**config.mk**
```make
export PLATFORM = sky130hd
export DESIGN_NAME = wordle_game_engine
export DESIGN_NICKNAME = d
export VERILOG_FILES = /design/src/rtl/wordle_pkg.sv /design/src/rtl/wordle_scorer.sv /design/src/rtl/wordle_game_engine.sv
export SDC_FILE = /design/constraint.sdc
export NUM_CORES = 1
export LEC_CHECK = 0
export BUFFER_PORTS_ARGS = -buffer_cell sky130_fd_sc_hd__buf_4
export CORE_ASPECT_RATIO = 2
export CORE_MARGIN = 1.5
export CORE_UTILIZATION = 30
export DETAILED_ROUTE_END_ITERATION = 8
export PLACE_DENSITY = 0.51
export SYNTH_ARGS = -nofsm -noshare
export SYNTH_HDL_FRONTEND = slang
export SYNTH_SLANG_ARGS = --single-unit
```
**constraint.sdc**
```tcl
create_clock -name Clk -period 9.4 [get_ports Clk]
set_clock_uncertainty 0.2 [all_clocks]
set_input_delay 0.47 -clock Clk [delete_from_list [all_inputs] [get_ports Clk]]
set_output_delay 0.47 -clock Clk [all_outputs]
set_load 0.05 [all_outputs]
```
**src/rtl/wordle_pkg.sv**
```systemverilog
// +--------------------------------------------------------------------+
// | wordle_pkg : shared score codes, letter bounds and state encoding  |
// | Revision   : 1.0                                                   |
// +--------------------------------------------------------------------+
`default_nettype none

package wordle_pkg;

  localparam logic [1:0] SCORE_BLANK  = 2'b00;
  localparam logic [1:0] SCORE_GRAY   = 2'b01;
  localparam logic [1:0] SCORE_YELLOW = 2'b10;
  localparam logic [1:0] SCORE_GREEN  = 2'b11;

  localparam int LETTER_A = 0;
  localparam int LETTER_Z = 25;

  localparam logic [1:0] S_INIT  = 2'd0;
  localparam logic [1:0] S_ENTRY = 2'd1;
  localparam logic [1:0] S_EVAL  = 2'd2;
  localparam logic [1:0] S_DONE  = 2'd3;

endpackage

`default_nettype wire

```
**src/rtl/wordle_scorer.sv**
```systemverilog
// +--------------------------------------------------------------------+
// | wordle_scorer : one-cycle green pass, then one yellow step/letter  |
// | Revision      : 1.0                                                |
// +--------------------------------------------------------------------+
`default_nettype none

module wordle_scorer
  import wordle_pkg::*;
#(
  parameter int WORD_LEN = 5,
  parameter int LETTER_W = 5
) (
  input  logic                         clk,
  input  logic                         rst,
  input  logic                         i_start,
  input  logic [WORD_LEN*LETTER_W-1:0] i_guess,
  input  logic [WORD_LEN*LETTER_W-1:0] i_secret,
  output logic                         o_done,
  output logic [2*WORD_LEN-1:0]        o_scores,
  output logic                         o_all_green
);

  localparam int IDX_W = $clog2(WORD_LEN);
  localparam logic [IDX_W-1:0] LAST_IDX = IDX_W'(WORD_LEN - 1);

  localparam logic [1:0] PH_IDLE   = 2'd0;
  localparam logic [1:0] PH_GREEN  = 2'd1;
  localparam logic [1:0] PH_YELLOW = 2'd2;

  logic [1:0]            phase_q, phase_d;
  logic [IDX_W-1:0]      idx_q, idx_d;
  logic [WORD_LEN-1:0]   used_q, used_d;
  logic [2*WORD_LEN-1:0] score_q, score_d;
  logic                  found;

  always_comb begin
    phase_d = phase_q;
    idx_d   = idx_q;
    used_d  = used_q;
    score_d = score_q;
    found   = 1'b0;
    o_done  = 1'b0;
    case (phase_q)
      PH_IDLE: begin
        if (i_start) phase_d = PH_GREEN;
      end
      PH_GREEN: begin
        for (int i = 0; i < WORD_LEN; i++) begin
          if (i_guess[i*LETTER_W +: LETTER_W] == i_secret[i*LETTER_W +: LETTER_W]) begin
            score_d[2*i +: 2] = SCORE_GREEN;
            used_d[i]         = 1'b1;
          end else begin
            score_d[2*i +: 2] = SCORE_BLANK;
            used_d[i]         = 1'b0;
          end
        end
        idx_d   = '0;
        phase_d = PH_YELLOW;
      end
      PH_YELLOW: begin
        // Only the letter at idx_q is resolved; it claims the lowest unused match.
        for (int i = 0; i < WORD_LEN; i++) begin
          if (IDX_W'(i) == idx_q && score_q[2*i +: 2] != SCORE_GREEN) begin
            score_d[2*i +: 2] = SCORE_GRAY;
            found             = 1'b0;
            for (int j = 0; j < WORD_LEN; j++) begin
              if (!found && !used_q[j] &&
                  i_secret[j*LETTER_W +: LETTER_W] == i_guess[i*LETTER_W +: LETTER_W]) begin
                found             = 1'b1;
                used_d[j]         = 1'b1;
                score_d[2*i +: 2] = SCORE_YELLOW;
              end
            end
          end
        end
        if (idx_q == LAST_IDX) begin
          o_done  = 1'b1;
          phase_d = PH_IDLE;
        end else begin
          idx_d = idx_q + 1'b1;
        end
      end
      default: phase_d = PH_IDLE;
    endcase
  end

  always_comb begin
    o_scores    = score_d;
    o_all_green = 1'b1;
    for (int i = 0; i < WORD_LEN; i++) begin
      if (score_d[2*i +: 2] != SCORE_GREEN) o_all_green = 1'b0;
    end
  end

  always_ff @(posedge clk) begin
    if (rst) begin
      phase_q <= PH_IDLE;
      idx_q   <= '0;
      used_q  <= '0;
      score_q <= '0;
    end else begin
      phase_q <= phase_d;
      idx_q   <= idx_d;
      used_q  <= used_d;
      score_q <= score_d;
    end
  end

endmodule

`default_nettype wire

```
**src/rtl/wordle_game_engine.sv**
```systemverilog
// +--------------------------------------------------------------------+
// | wordle_game_engine : letter entry, guess counting and scoring FSM  |
// | Optional macro WORDLE_HARD_MODE_EN adds green-lock guess rejection |
// | Revision           : 1.0                                           |
// +--------------------------------------------------------------------+
`default_nettype none

module wordle_game_engine
  import wordle_pkg::*;
#(
  parameter int WORD_LEN    = 5,
  parameter int MAX_GUESSES = 6,
  parameter int LETTER_W    = 5
) (
  input  logic                               Clk,
  input  logic                               reset,
  input  logic                               Start,
  input  logic                               Ack,
  input  logic                               U,
  input  logic                               D,
  input  logic                               L,
  input  logic                               R,
  input  logic                               C,
  input  logic [WORD_LEN*LETTER_W-1:0]       secret_word,
  output logic [WORD_LEN*LETTER_W-1:0]       cur_word,
  output logic [$clog2(WORD_LEN)-1:0]        cursor,
  output logic [2*WORD_LEN-1:0]              score_flat,
  output logic                               score_valid,
  output logic [$clog2(MAX_GUESSES+1)-1:0]   guess_count,
  output logic                               win,
`ifdef WORDLE_HARD_MODE_EN
  output logic                               reject_pulse,
`endif
  output logic                               q_I,
  output logic                               q_Entry,
  output logic                               q_Eval,
  output logic                               q_Done
);

  localparam int CUR_W  = $clog2(WORD_LEN);
  localparam int GC_W   = $clog2(MAX_GUESSES + 1);
  localparam int WORD_W = WORD_LEN * LETTER_W;
  localparam logic [CUR_W-1:0]    LAST_POS = CUR_W'(WORD_LEN - 1);
  localparam logic [LETTER_W-1:0] L_A      = LETTER_W'(LETTER_A);
  localparam logic [LETTER_W-1:0] L_Z      = LETTER_W'(LETTER_Z);
  localparam logic [GC_W-1:0]     GC_MAX   = GC_W'(MAX_GUESSES);

  logic [1:0]            state_q, state_d;
  logic [WORD_W-1:0]     secret_q, secret_d;
  logic [WORD_W-1:0]     word_q, word_d;
  logic [CUR_W-1:0]      cursor_q, cursor_d;
  logic [2*WORD_LEN-1:0] score_q, score_d;
  logic                  score_valid_q, score_valid_d;
  logic [GC_W-1:0]       gc_q, gc_d;
  logic                  win_q, win_d;

  logic                  sc_start, sc_done, sc_all_green;
  logic [2*WORD_LEN-1:0] sc_scores;
  logic                  guess_bad;
  logic                  letter_we;
  logic [LETTER_W-1:0]   cur_letter, new_letter;

  always_comb begin
    cur_letter = '0;
    for (int i = 0; i < WORD_LEN; i++) begin
      if (CUR_W'(i) == cursor_q) cur_letter = word_q[i*LETTER_W +: LETTER_W];
    end
  end

  always_comb begin
    state_d       = state_q;
    secret_d      = secret_q;
    word_d        = word_q;
    cursor_d      = cursor_q;
    score_d       = score_q;
    score_valid_d = 1'b0;
    gc_d          = gc_q;
    win_d         = win_q;
    sc_start      = 1'b0;
    letter_we     = 1'b0;
    new_letter    = cur_letter;
    case (state_q)
      S_INIT: begin
        if (Start) begin
          secret_d = secret_word;
          state_d  = S_ENTRY;
        end
      end
      S_ENTRY: begin
        if (C) begin
          if (!guess_bad) begin
            gc_d     = gc_q + 1'b1;
            sc_start = 1'b1;
            state_d  = S_EVAL;
          end
        end else if (U) begin
          letter_we  = 1'b1;
          new_letter = (cur_letter == L_Z) ? L_A : cur_letter + 1'b1;
        end else if (D) begin
          letter_we  = 1'b1;
          new_letter = (cur_letter == L_A) ? L_Z : cur_letter - 1'b1;
        end else if (L) begin
          cursor_d = (cursor_q == '0) ? LAST_POS : cursor_q - 1'b1;
        end else if (R) begin
          cursor_d = (cursor_q == LAST_POS) ? '0 : cursor_q + 1'b1;
        end
      end
      S_EVAL: begin
        if (sc_done) begin
          score_d       = sc_scores;
          score_valid_d = 1'b1;
          if (sc_all_green) begin
            win_d   = 1'b1;
            state_d = S_DONE;
          end else if (gc_q == GC_MAX) begin
            win_d   = 1'b0;
            state_d = S_DONE;
          end else begin
            state_d  = S_ENTRY;
            word_d   = '0;
            cursor_d = '0;
          end
        end
      end
      S_DONE: begin
        if (Ack) begin
          state_d  = S_INIT;
          secret_d = '0;
          word_d   = '0;
          cursor_d = '0;
          score_d  = '0;
          gc_d     = '0;
          win_d    = 1'b0;
        end
      end
      default: state_d = S_INIT;
    endcase
    if (letter_we) begin
      for (int i = 0; i < WORD_LEN; i++) begin
        if (CUR_W'(i) == cursor_q) word_d[i*LETTER_W +: LETTER_W] = new_letter;
      end
    end
  end

  always_ff @(posedge Clk) begin
    if (reset) begin
      state_q       <= S_INIT;
      secret_q      <= '0;
      word_q        <= '0;
      cursor_q      <= '0;
      score_q       <= '0;
      score_valid_q <= 1'b0;
      gc_q          <= '0;
      win_q         <= 1'b0;
    end else begin
      state_q       <= state_d;
      secret_q      <= secret_d;
      word_q        <= word_d;
      cursor_q      <= cursor_d;
      score_q       <= score_d;
      score_valid_q <= score_valid_d;
      gc_q          <= gc_d;
      win_q         <= win_d;
    end
  end

  // The guess under test stays frozen in word_q for the whole evaluation.
  wordle_scorer #(
    .WORD_LEN (WORD_LEN),
    .LETTER_W (LETTER_W)
  ) u_scorer (
    .clk         (Clk),
    .rst         (reset),
    .i_start     (sc_start),
    .i_guess     (word_q),
    .i_secret    (secret_q),
    .o_done      (sc_done),
    .o_scores    (sc_scores),
    .o_all_green (sc_all_green)
  );

`ifdef WORDLE_HARD_MODE_EN
  logic [WORD_LEN-1:0] lock_q, lock_d;
  logic [WORD_W-1:0]   lock_letter_q, lock_letter_d;
  logic                reject_q, reject_d;

  always_comb begin
    lock_d        = lock_q;
    lock_letter_d = lock_letter_q;
    guess_bad     = 1'b0;
    for (int i = 0; i < WORD_LEN; i++) begin
      if (lock_q[i] && lock_letter_q[i*LETTER_W +: LETTER_W] != word_q[i*LETTER_W +: LETTER_W])
        guess_bad = 1'b1;
    end
    reject_d = (state_q == S_ENTRY) && C && guess_bad;
    if (state_q == S_INIT) begin
      lock_d        = '0;
      lock_letter_d = '0;
    end else if (state_q == S_EVAL && sc_done) begin
      for (int i = 0; i < WORD_LEN; i++) begin
        if (sc_scores[2*i +: 2] == SCORE_GREEN) begin
          lock_d[i]                              = 1'b1;
          lock_letter_d[i*LETTER_W +: LETTER_W] = word_q[i*LETTER_W +: LETTER_W];
        end
      end
    end
  end

  always_ff @(posedge Clk) begin
    if (reset) begin
      lock_q        <= '0;
      lock_letter_q <= '0;
      reject_q      <= 1'b0;
    end else begin
      lock_q        <= lock_d;
      lock_letter_q <= lock_letter_d;
      reject_q      <= reject_d;
    end
  end

  assign reject_pulse = reject_q;
`else
  assign guess_bad = 1'b0;
`endif

  assign cur_word    = word_q;
  assign cursor      = cursor_q;
  assign score_flat  = score_q;
  assign score_valid = score_valid_q;
  assign guess_count = gc_q;
  assign win         = win_q;
  assign q_I         = (state_q == S_INIT);
  assign q_Entry     = (state_q == S_ENTRY);
  assign q_Eval      = (state_q == S_EVAL);
  assign q_Done      = (state_q == S_DONE);

endmodule

`default_nettype wire

```
==> metrics.yaml, run 1 <==
crit-reg2reg-launch: "u_scorer.phase_q[0]"
drt_iter0_drc: 266
die_area_mm2: 0.02323
vdd_drop_max_mv: 0.09422
cts_setup_buffers: 0
worstHoldStart: "secret_word[3]"
ys_warn_count: 0
routed_wirelength_mm: 23.08
root_buffer: "clkbuf_16"
num_antenna_cells: 0
core-area_mm2: 0.02197
crit_arrival_ns: 4.09
crit_path_start: "u_scorer.phase_q[0]"
worstSetupStartpointType: "register"
tightest_slew_ns: 1.027
synthFlopType: "dfxtp_1"
syn_inst: 795
critPathKind: "reg -> reg"
mostFrequentLayoutCells: "90 x dfxtp_1, 83 x xnor2_1, 82 x buf_4"
postRouteAntennaNets: 0
endpoint_kind: "register"
synth-seq-cells: 90
fin_setup_tns_ns: 0
via_per_inst: 5.447
die_w_um: 108.5
initial_core_util_pct: 30.41
fmax_mhz: 250.7
slew_viol_final: 0
power_leakage_nw: 2.895
num-nets-final: 863
cts_buffer_depth: 2
drcViolationCount: 0
rows: 77
outcome: "completed"
io_pins: 81
synthesis.area_mm2: 0.006680
routabilityCongestion: 0.8960
area_growth_pct: 10.64
fin_area_mm2: 0.007391
path_max_fanout: 25
ctsHoldBuffers: 0
synth_edf_count: 0
clkTransAtPathRegs_ns: 0.08
worstHoldPathType: "in -> reg"
cts_htree_levels: 3
power_density_mw_per_mm2: 138.4
period_needed_ns: 3.989
syn-num-nets: 849
finalHoldViolCount: 0
synth_area_leaders: "dfxtp_1 27%, xnor2_1 11%, xor2_1 5.4%"
grt_pass1_wl_mm: 35.42
synth_cell_types: 73
grt_pass1_vias: 6070
wl_per_cell_um: 21.17
rsz0062_at_grt: "no"
synth-seq-area-share_pct: 26.97
slew_headroom_pct: 31.52
overflow: 0
cts_tree: "yes"
setup_viol_count_final: 0
syn_area_per_cell_um2: 8.403
crit_required_ns: 9.50
grtUsageTotal_pct: 20.36
num_vias: 5937
fin_crit_sh_pct: 42.43
first_pass_iters: 4
final_common_cell: "dfxtp_1"
cts.sinks: 90
post_cts_resized: 0
grt_max_degree: 62
antenna_found_initial: 0
synth_top_area_cell: "dfxtp_1"
maxCapViolCount: 0
synth_top_area_share_pct: 26.97
place_hpwl_mm: 17.98
placed_area_mm2: 0.007099
numCtsBuffers: 9
worstSkewPairLatency_ns: 0.36
async_flop_share_pct: 0
drive_gt1_share_pct: 16.22
die_y_um: 214.0
port_buffers: 80
## where the power goes
group | internal [mW] | switching (mW)
sequential | 0.394 | 0.0344
clock | 0.187 | 0.181
combinational | 0.0935 | 0.133
total | 0.675 | 0.348
## cell type report
cell class                 count  area [um2]
fill                        2388       14580
multi-input combinational    602        4247
sequential                    90        1802
timing repair buffer          82       615.6
tap                          276       345.3
clock buffer                   9       225.2
inverter                      24       90.09
clock inverter                 7       66.31
## Yosys cell counts, types with 18 or more instances
cell and count:
dfxtp_1 90, xnor2_1 83, nor2_1 72, nand2_1 59
xor2_1 41, o21ai_0 40, a22oi_1 27, a21oi_1 25
a32o_1 25, inv_1 23, nand4_1 23, buf_4 22
clkbuf_1 22, buf_6 21, ha_1 20, nor3_1 18
## through the flow
| stage | total power [mW] | utilization, % | hold WS (ns) | setup slack [ns] | cells |
|---|---|---|---|---|---|
| floorplan | 0.6054 | - | 0.3175 | 5.579 | 795 |
| global placement | 0.6622 | 32.32 | 0.2548 | 5.498 | 1074 |
| detailed placement | 0.6622 | 32.32 | 0.2608 | 5.433 | 1074 |
| CTS | 1.030 | 33.65 | 0.1561 | 5.413 | 1090 |
| global route | 1.066 | 33.65 | 0.1746 | 5.069 | 1090 |
| finish | 1.023 | 33.65 | 0.1536 | 5.412 | 1090 |
## critical path, stage by stage (launching register included)
cell and delay (ns):
dfxtp_1 0.34, inv_1 0.07, ha_1 0.78, nand2_1 0.38, nor3_1 0.28, a22oi_1 0.13, nand2_1 0.08, o21ai_1 0.14
nor4_4 0.21, nand4_2 0.16, o31ai_4 0.84, a32o_1 0.29
## worst paths after layout
check / to / cells after the start / slack [ns]
max: cur_word[3] / 11 / 5.41
min: secret_q[3] / 3 / 0.15
max reg2reg: cur_word[3] / 11 / 5.41
min reg2reg: score_flat[9] / 2 / 0.27
## sequential cells by signal, summed over array words and instances (netlist names)
register and count:
cur_word 25, cursor 3, guess_count 3, score_flat 10, score_valid 1, secret_q 25, state_q 2, u_scorer.idx_q 3
u_scorer.phase_q 2, u_scorer.score_q 10, u_scorer.used_q 5, win 1
## routing by layer
metal / vias up / track usage (%) / wire length (um) / part of all wire (%)
li1: 2834 / - / - / -
met1: 2860 / 19.73 / 8198 / 36
met2: 164 / 37.69 / 12510 / 54
met3: 79 / 2.340 / 586 / 2.5
met4: 0 / 15.57 / 1783 / 7.7
met5: - / 0 / 0 / 0
## cell families (layout without fill, tap and decap cells)
kind of cell	after synthesis	in the layout	synth area share (%)
AO/OA/AOI/OAI	188	188	21.17
XOR/XNOR	126	126	16.74
adder cells (fa/ha/maj)	20	20	3.746
buffers and inverters	103	122	9.590
flip-flops	90	90	26.97
multiplexers	6	6	0.9178
AND/OR/NAND/NOR	262	262	20.87
No activity file was read; power rests on OpenSTA's default activity.
==> run 2, diff against run 1 <==
--- a/config.mk
+++ b/config.mk
@@ -10,7 +10,7 @@
 export CORE_MARGIN = 1.5
 export CORE_UTILIZATION = 30
 export DETAILED_ROUTE_END_ITERATION = 8
-export PLACE_DENSITY = 0.51
+export PLACE_DENSITY = 0.52
 export SYNTH_ARGS = -nofsm -noshare
 export SYNTH_HDL_FRONTEND = slang
 export SYNTH_SLANG_ARGS = --single-unit
==> constraint.sdc (replaced) <==
create_clock -name Clk -period 3.3 [get_ports Clk]
set_clock_uncertainty 0.2 [all_clocks]
set_input_delay 0.165 -clock Clk [delete_from_list [all_inputs] [get_ports Clk]]
set_output_delay 0.165 -clock Clk [all_outputs]
set_load 0.05 [all_outputs]
==> metrics.yaml, run 2 (synthesis results as in run 1) <==
fin_setup_tns_ns: 0  # unchanged
area_growth_pct: 42.16
critPathKind: "reg -> reg"
worstSetupStartpointType: "register"
grt_pass1_vias: 7170  # +18%
cts_buffer_depth: 2  # unchanged
hold_path_depth: 5  # +2
crit_required_ns: 3.42  # -6.08 ns
holdPathEnd: "state_q[0]"
port_buffers: 80  # unchanged
num_antenna_cells: 0  # unchanged
fin_ws_ns: 0.08701  # -5.324 ns
fin_crit_sh_pct: 97.36  # +55 points
via_per_inst: 5.248  # -3.6%
mostFrequentLayoutCells: "230 x buf_4, 85 x dfxtp_1, 83 x xnor2_1"
critical_path.most_common_cell: "ha_2"
fill_cells: 2245  # -6.0%
grtUsageTotal_pct: 23.74  # +3.4 points
dp_slack_ns: -0.3306  # -5.764 ns
placed_area_mm2: 0.008718  # +23%
worstHoldPathType: "in -> reg"
die_w_um: 108.5  # unchanged
cts.sinks: 90  # unchanged
ff2ff_setup_slack_ns: 0.09  # -5.32 ns
die_y_um: 214.0  # unchanged
num-nets-final: 1069  # +24%
wl_per_cell_um: 20.59  # -2.7%
io_pins: 81  # unchanged
grt_max_degree: 63  # +1.6%
instances_no_fill: 1296  # +19%
drcViolationCount: 0  # unchanged
dp_cells: 1241  # +16%
clkTransAtPathRegs_ns: 0.08  # about the same
root_buffer: "clkbuf_16"
outcome: "completed"
grt_pass1_wl_mm: 40.76  # +15%
first_pass_iters: 4  # unchanged
initial_core_util_pct: 30.41  # unchanged
power_leakage_nw: 4.034  # +39%
critPathSlowestCell: "o41a_2"
r2r_end: "cur_word[6]"
max_stage_delay_ns: 0.50  # -0.34 ns
worstSkewPairLatency_ns: 0.38  # +0.02 ns
antenna_found_initial: 0  # unchanged
place_hpwl_mm: 20.72  # +15%
drive_gt1_share_pct: 32.45  # +16 points
postRouteAntennaNets: 0  # unchanged
rsz0062_at_grt: "yes"
routed_wirelength_mm: 26.69  # +16%
crit-reg2reg-launch: "u_scorer.idx_q[0]"
tightest_slew_ns: 0.8888  # -0.1384 ns
reg2reg_depth: 13  # +2
fin_area_mm2: 0.009497  # +28%
path_max_fanout: 6  # -76%
numCtsBuffers: 9  # unchanged
slew_headroom_pct: 40.24  # +8.7 points
die_area_mm2: 0.02323  # unchanged
maxCapViolCount: 0  # unchanged
endpoint_kind: "register"
critical_path.cell_chain: "ha_2, ha_2, a21boi_1, nand4_1, o2111ai_2, o41a_2, nor4_4, buf_4, nand4_4, o31ai_4, buf_6, clkbuf_16, a32o_1"
fmax_mhz: 311.2  # +24%
setup_viol_count_final: 0  # unchanged
crit_arrival_ns: 3.33  # -0.76 ns
cts_htree_levels: 3  # unchanged
cts_tree: "yes"
num_vias: 6802  # +15%
power_density_mw_per_mm2: 335.6  # +140%
rows: 77  # unchanged
vdd_drop_max_mv: 0.2226  # +140%
period_needed_ns: 3.213  # -0.7755 ns
final_common_cell: "buf_4"
core-area_mm2: 0.02197  # unchanged
drt_iter0_drc: 292  # +9.8%
overflow: 0  # unchanged
slew_viol_final: 0  # unchanged
power_mw: 3.187  # +210%
routabilityCongestion: 0.9297  # +3.8%
finalHoldViolCount: 0  # unchanged
worstHoldStart: "Start"
## run 2: timing repair
action,in CTS,in global routing
hold buffers,28,0
setup buffers,4,6
resized for setup,5,18
hold endpoints to repair,30,0
endpoints found under the setup margin,25,28
cloned,1,1
pin swaps,3,11
## run 2: worst max path at each step
stage	start	slack, ns	end
global placement	u_scorer.idx_q[0]	-0.27	cur_word[6]
detailed placement	u_scorer.idx_q[0]	-0.33	cur_word[15]
floorplan	cursor[0]	0.002	cur_word[14]
CTS	u_scorer.idx_q[0]	0.03	cur_word[15]
global route	cursor[0]	-0.01	cur_word[19]
finish	u_scorer.idx_q[0]	0.09	cur_word[6]
## run 2: layout make-up
cell class	count	area, um2	area share [%]
multi-input combinational	603	4364	45.96
timing repair buffer	287	2575	27.11
sequential	90	1815	19.12
tap	276	345.3	3.636
clock buffer	9	225.2	2.372
inverter	24	90.09	0.9486
clock inverter	7	81.33	0.8564
## run 2: through the flow
step	hold WS (ns)	utilization (%)
CTS	0.04238	42.69
finish	0.03922	43.23
global route	0.1019	43.23
floorplan	0.1154	-
global placement	0.2145	39.69
detailed placement	0.2211	39.69
## run 2: layer usage
layer / GRT usage [%] / wire length, um / vias to the layer above
met2: 45.26 / 15010 / 200
met3: 3.435 / 876 / 85
met5: 0 / 0 / -
met4: 15.13 / 1752 / 0
li1: - / - / 3243
met1: 22.69 / 9048 / 3274
## run 2: power breakdown
part	switching [mW]	internal [mW]	total, mW
Combinational	0.478	0.439	0.917
Sequential	0.0675	1.12	1.19
Clock	0.542	0.540	1.08
## run 2: critical path, delay by kind of cell, from the launching register on
kind,cells,cell delay (ns)
compound gates,5,1.19
fa+ha+maj,2,0.36
buf+inv,3,0.47
flops,1,0.33
simple gates,3,0.59
==> run 3, diff against run 2 <==
--- a/config.mk
+++ b/config.mk
@@ -11,6 +11,7 @@
 export CORE_UTILIZATION = 30
 export DETAILED_ROUTE_END_ITERATION = 8
 export PLACE_DENSITY = 0.52
+export RECOVER_POWER = 50
 export SYNTH_ARGS = -nofsm -noshare
 export SYNTH_HDL_FRONTEND = slang
 export SYNTH_SLANG_ARGS = --single-unit
==> metrics.yaml, run 3 (synthesis results as in run 1) <==
die_area_mm2: 0.02323  # unchanged
place_hpwl_mm: 20.72  # unchanged
slew_viol_final: 0  # unchanged
via_per_inst: 5.235  # -0.26%
crit_arrival_ns: 3.34  # about the same
hold_path_depth: 5  # unchanged
drive_gt1_share_pct: 31.57  # -0.88 points
dp_slack_ns: -0.3306  # unchanged
fill_cells: 2252  # +0.31%
utilization_pct: 43.08  # -0.15 points
wl_met1_mm: 9.138  # +0.99%
routed_wirelength_mm: 26.77  # +0.28%
grt_max_degree: 63  # unchanged
power_density_mw_per_mm2: 336.6  # +0.32%
path_max_fanout: 7  # +1
worstHoldPathType: "in -> reg"
placed_area_mm2: 0.008718  # unchanged
setup_viol_count_final: 0  # unchanged
first_pass_iters: 5  # +1
finalHoldViolCount: 0  # unchanged
worstHoldStart: "Start"
tightest_slew_ns: 0.9360  # +0.04724 ns
num_vias: 6784  # -0.26%
num-nets-final: 1069  # unchanged
die_w_um: 108.5  # unchanged
drt_iter0_drc: 308  # +5.5%
wl_per_cell_um: 20.65  # +0.28%
period_needed_ns: 3.220  # +0.006747 ns
port_buffers: 80  # unchanged
numCtsBuffers: 9  # unchanged
power_mw: 3.186  # about the same
outcome: "completed"
worstSkewPairLatency_ns: 0.38  # about the same
route.met2.wl_mm: 14.96  # -0.32%
cts_htree_levels: 3  # unchanged
slew_headroom_pct: 37.07  # -3.2 points
instances_no_fill: 1296  # unchanged
cts_tree: "yes"
ff2ff_setup_slack_ns: 0.08  # about the same
grt_pass1_vias: 7170  # unchanged
rows: 77  # unchanged
critPathKind: "reg -> reg"
antenna_found_initial: 0  # unchanged
worstSetupStartpointType: "register"
top_layer: "met4"
holdPathEnd: "state_q[0]"
fin_ws_ns: 0.08027  # -0.006747 ns
drcViolationCount: 0  # unchanged
core-area_mm2: 0.02197  # unchanged
routabilityCongestion: 0.9297  # unchanged
cts_buffer_depth: 2  # unchanged
cts.sinks: 90  # unchanged
endpoint_kind: "register"
fin_crit_sh_pct: 97.57  # +0.20 points
crit_required_ns: 3.42  # about the same
rsz0062_at_grt: "yes"
postRouteAntennaNets: 0  # unchanged
fin_setup_tns_ns: 0  # unchanged
overflow: 0  # unchanged
r2r_end: "cur_word[3]"
whs_ns: 0.03970  # +0.0004724 ns
clkTransAtPathRegs_ns: 0.08  # about the same
dp_cells: 1241  # unchanged
area_growth_pct: 41.66
grtUsageTotal_pct: 23.74  # unchanged
vdd_drop_max_mv: 0.2227  # about the same
power_leakage_nw: 3.995  # -0.95%
initial_core_util_pct: 30.41  # unchanged
final_common_cell: "buf_4"
num_antenna_cells: 0  # unchanged
maxCapViolCount: 0  # unchanged
mostFrequentLayoutCells: "221 x buf_4, 85 x dfxtp_1, 83 x xnor2_1"
fmax_mhz: 310.6  # -0.21%
fin_area_mm2: 0.009463  # -0.36%
die_y_um: 214.0  # unchanged
grt_pass1_wl_mm: 40.76  # unchanged
root_buffer: "clkbuf_16"
wl_met3_um: 866  # -1.1%
crit-reg2reg-launch: "u_scorer.idx_q[0]"
reg2reg_depth: 13  # unchanged
io_pins: 81  # unchanged
-- run 3: worst max-delay path, cell delays in order, from the launching register on --
cell and delay (ns):
dfxtp_2 0.33, ha_2 0.18, ha_2 0.18, a21boi_1 0.14
nand4_1 0.16, o2111ai_2 0.16, o41a_2 0.50, nor4_4 0.26
buf_4 0.18, nand4_4 0.17, o31ai_4 0.24, buf_4 0.16
buf_12 0.12, a32o_1 0.16
-- run 3: layout make-up --
class | instances | area [um2] | area share, %
Sequential cell | 90 | 1815 | 19.19
Clock inverter | 7 | 81.33 | 0.8594
Clock buffer | 9 | 225.2 | 2.380
Tap cell | 276 | 345.3 | 3.649
Multi-Input combinational cell | 603 | 4364 | 46.12
Inverter | 24 | 90.09 | 0.9520
Timing Repair Buffer | 287 | 2541 | 26.85
-- run 3: worst max-delay path by stage --
stage / to / from
detailed placement: cur_word[15] / u_scorer.idx_q[0]
finish: cur_word[3] / u_scorer.idx_q[0]
CTS: cur_word[15] / u_scorer.idx_q[0]
floorplan: cur_word[14] / cursor[0]
global placement: cur_word[6] / u_scorer.idx_q[0]
global route: cur_word[19] / cursor[0]
-- run 3: timing repair --
item | CTS | global route
gates resized for setup | 5 | 18
setup buffers | 4 | 6
cloned | 1 | 1
hold endpoints to repair | 30 | 0
hold buffers | 28 | 0
pin swaps | 3 | 11
endpoints found under the setup margin | 25 | 28
-- run 3: per-layer routing --
metal / GRT usage, % / vias up
met2: 45.26 / 208
met5: 0 / -
met1: 22.69 / 3250
met3: 3.435 / 87
li1: - / 3239
met4: 15.13 / 0
-- run 3: power breakdown --
group	switching, mW	internal (mW)	total (mW)
registers	0.0674	1.12	1.19
logic	0.478	0.439	0.916
clock network	0.541	0.540	1.08
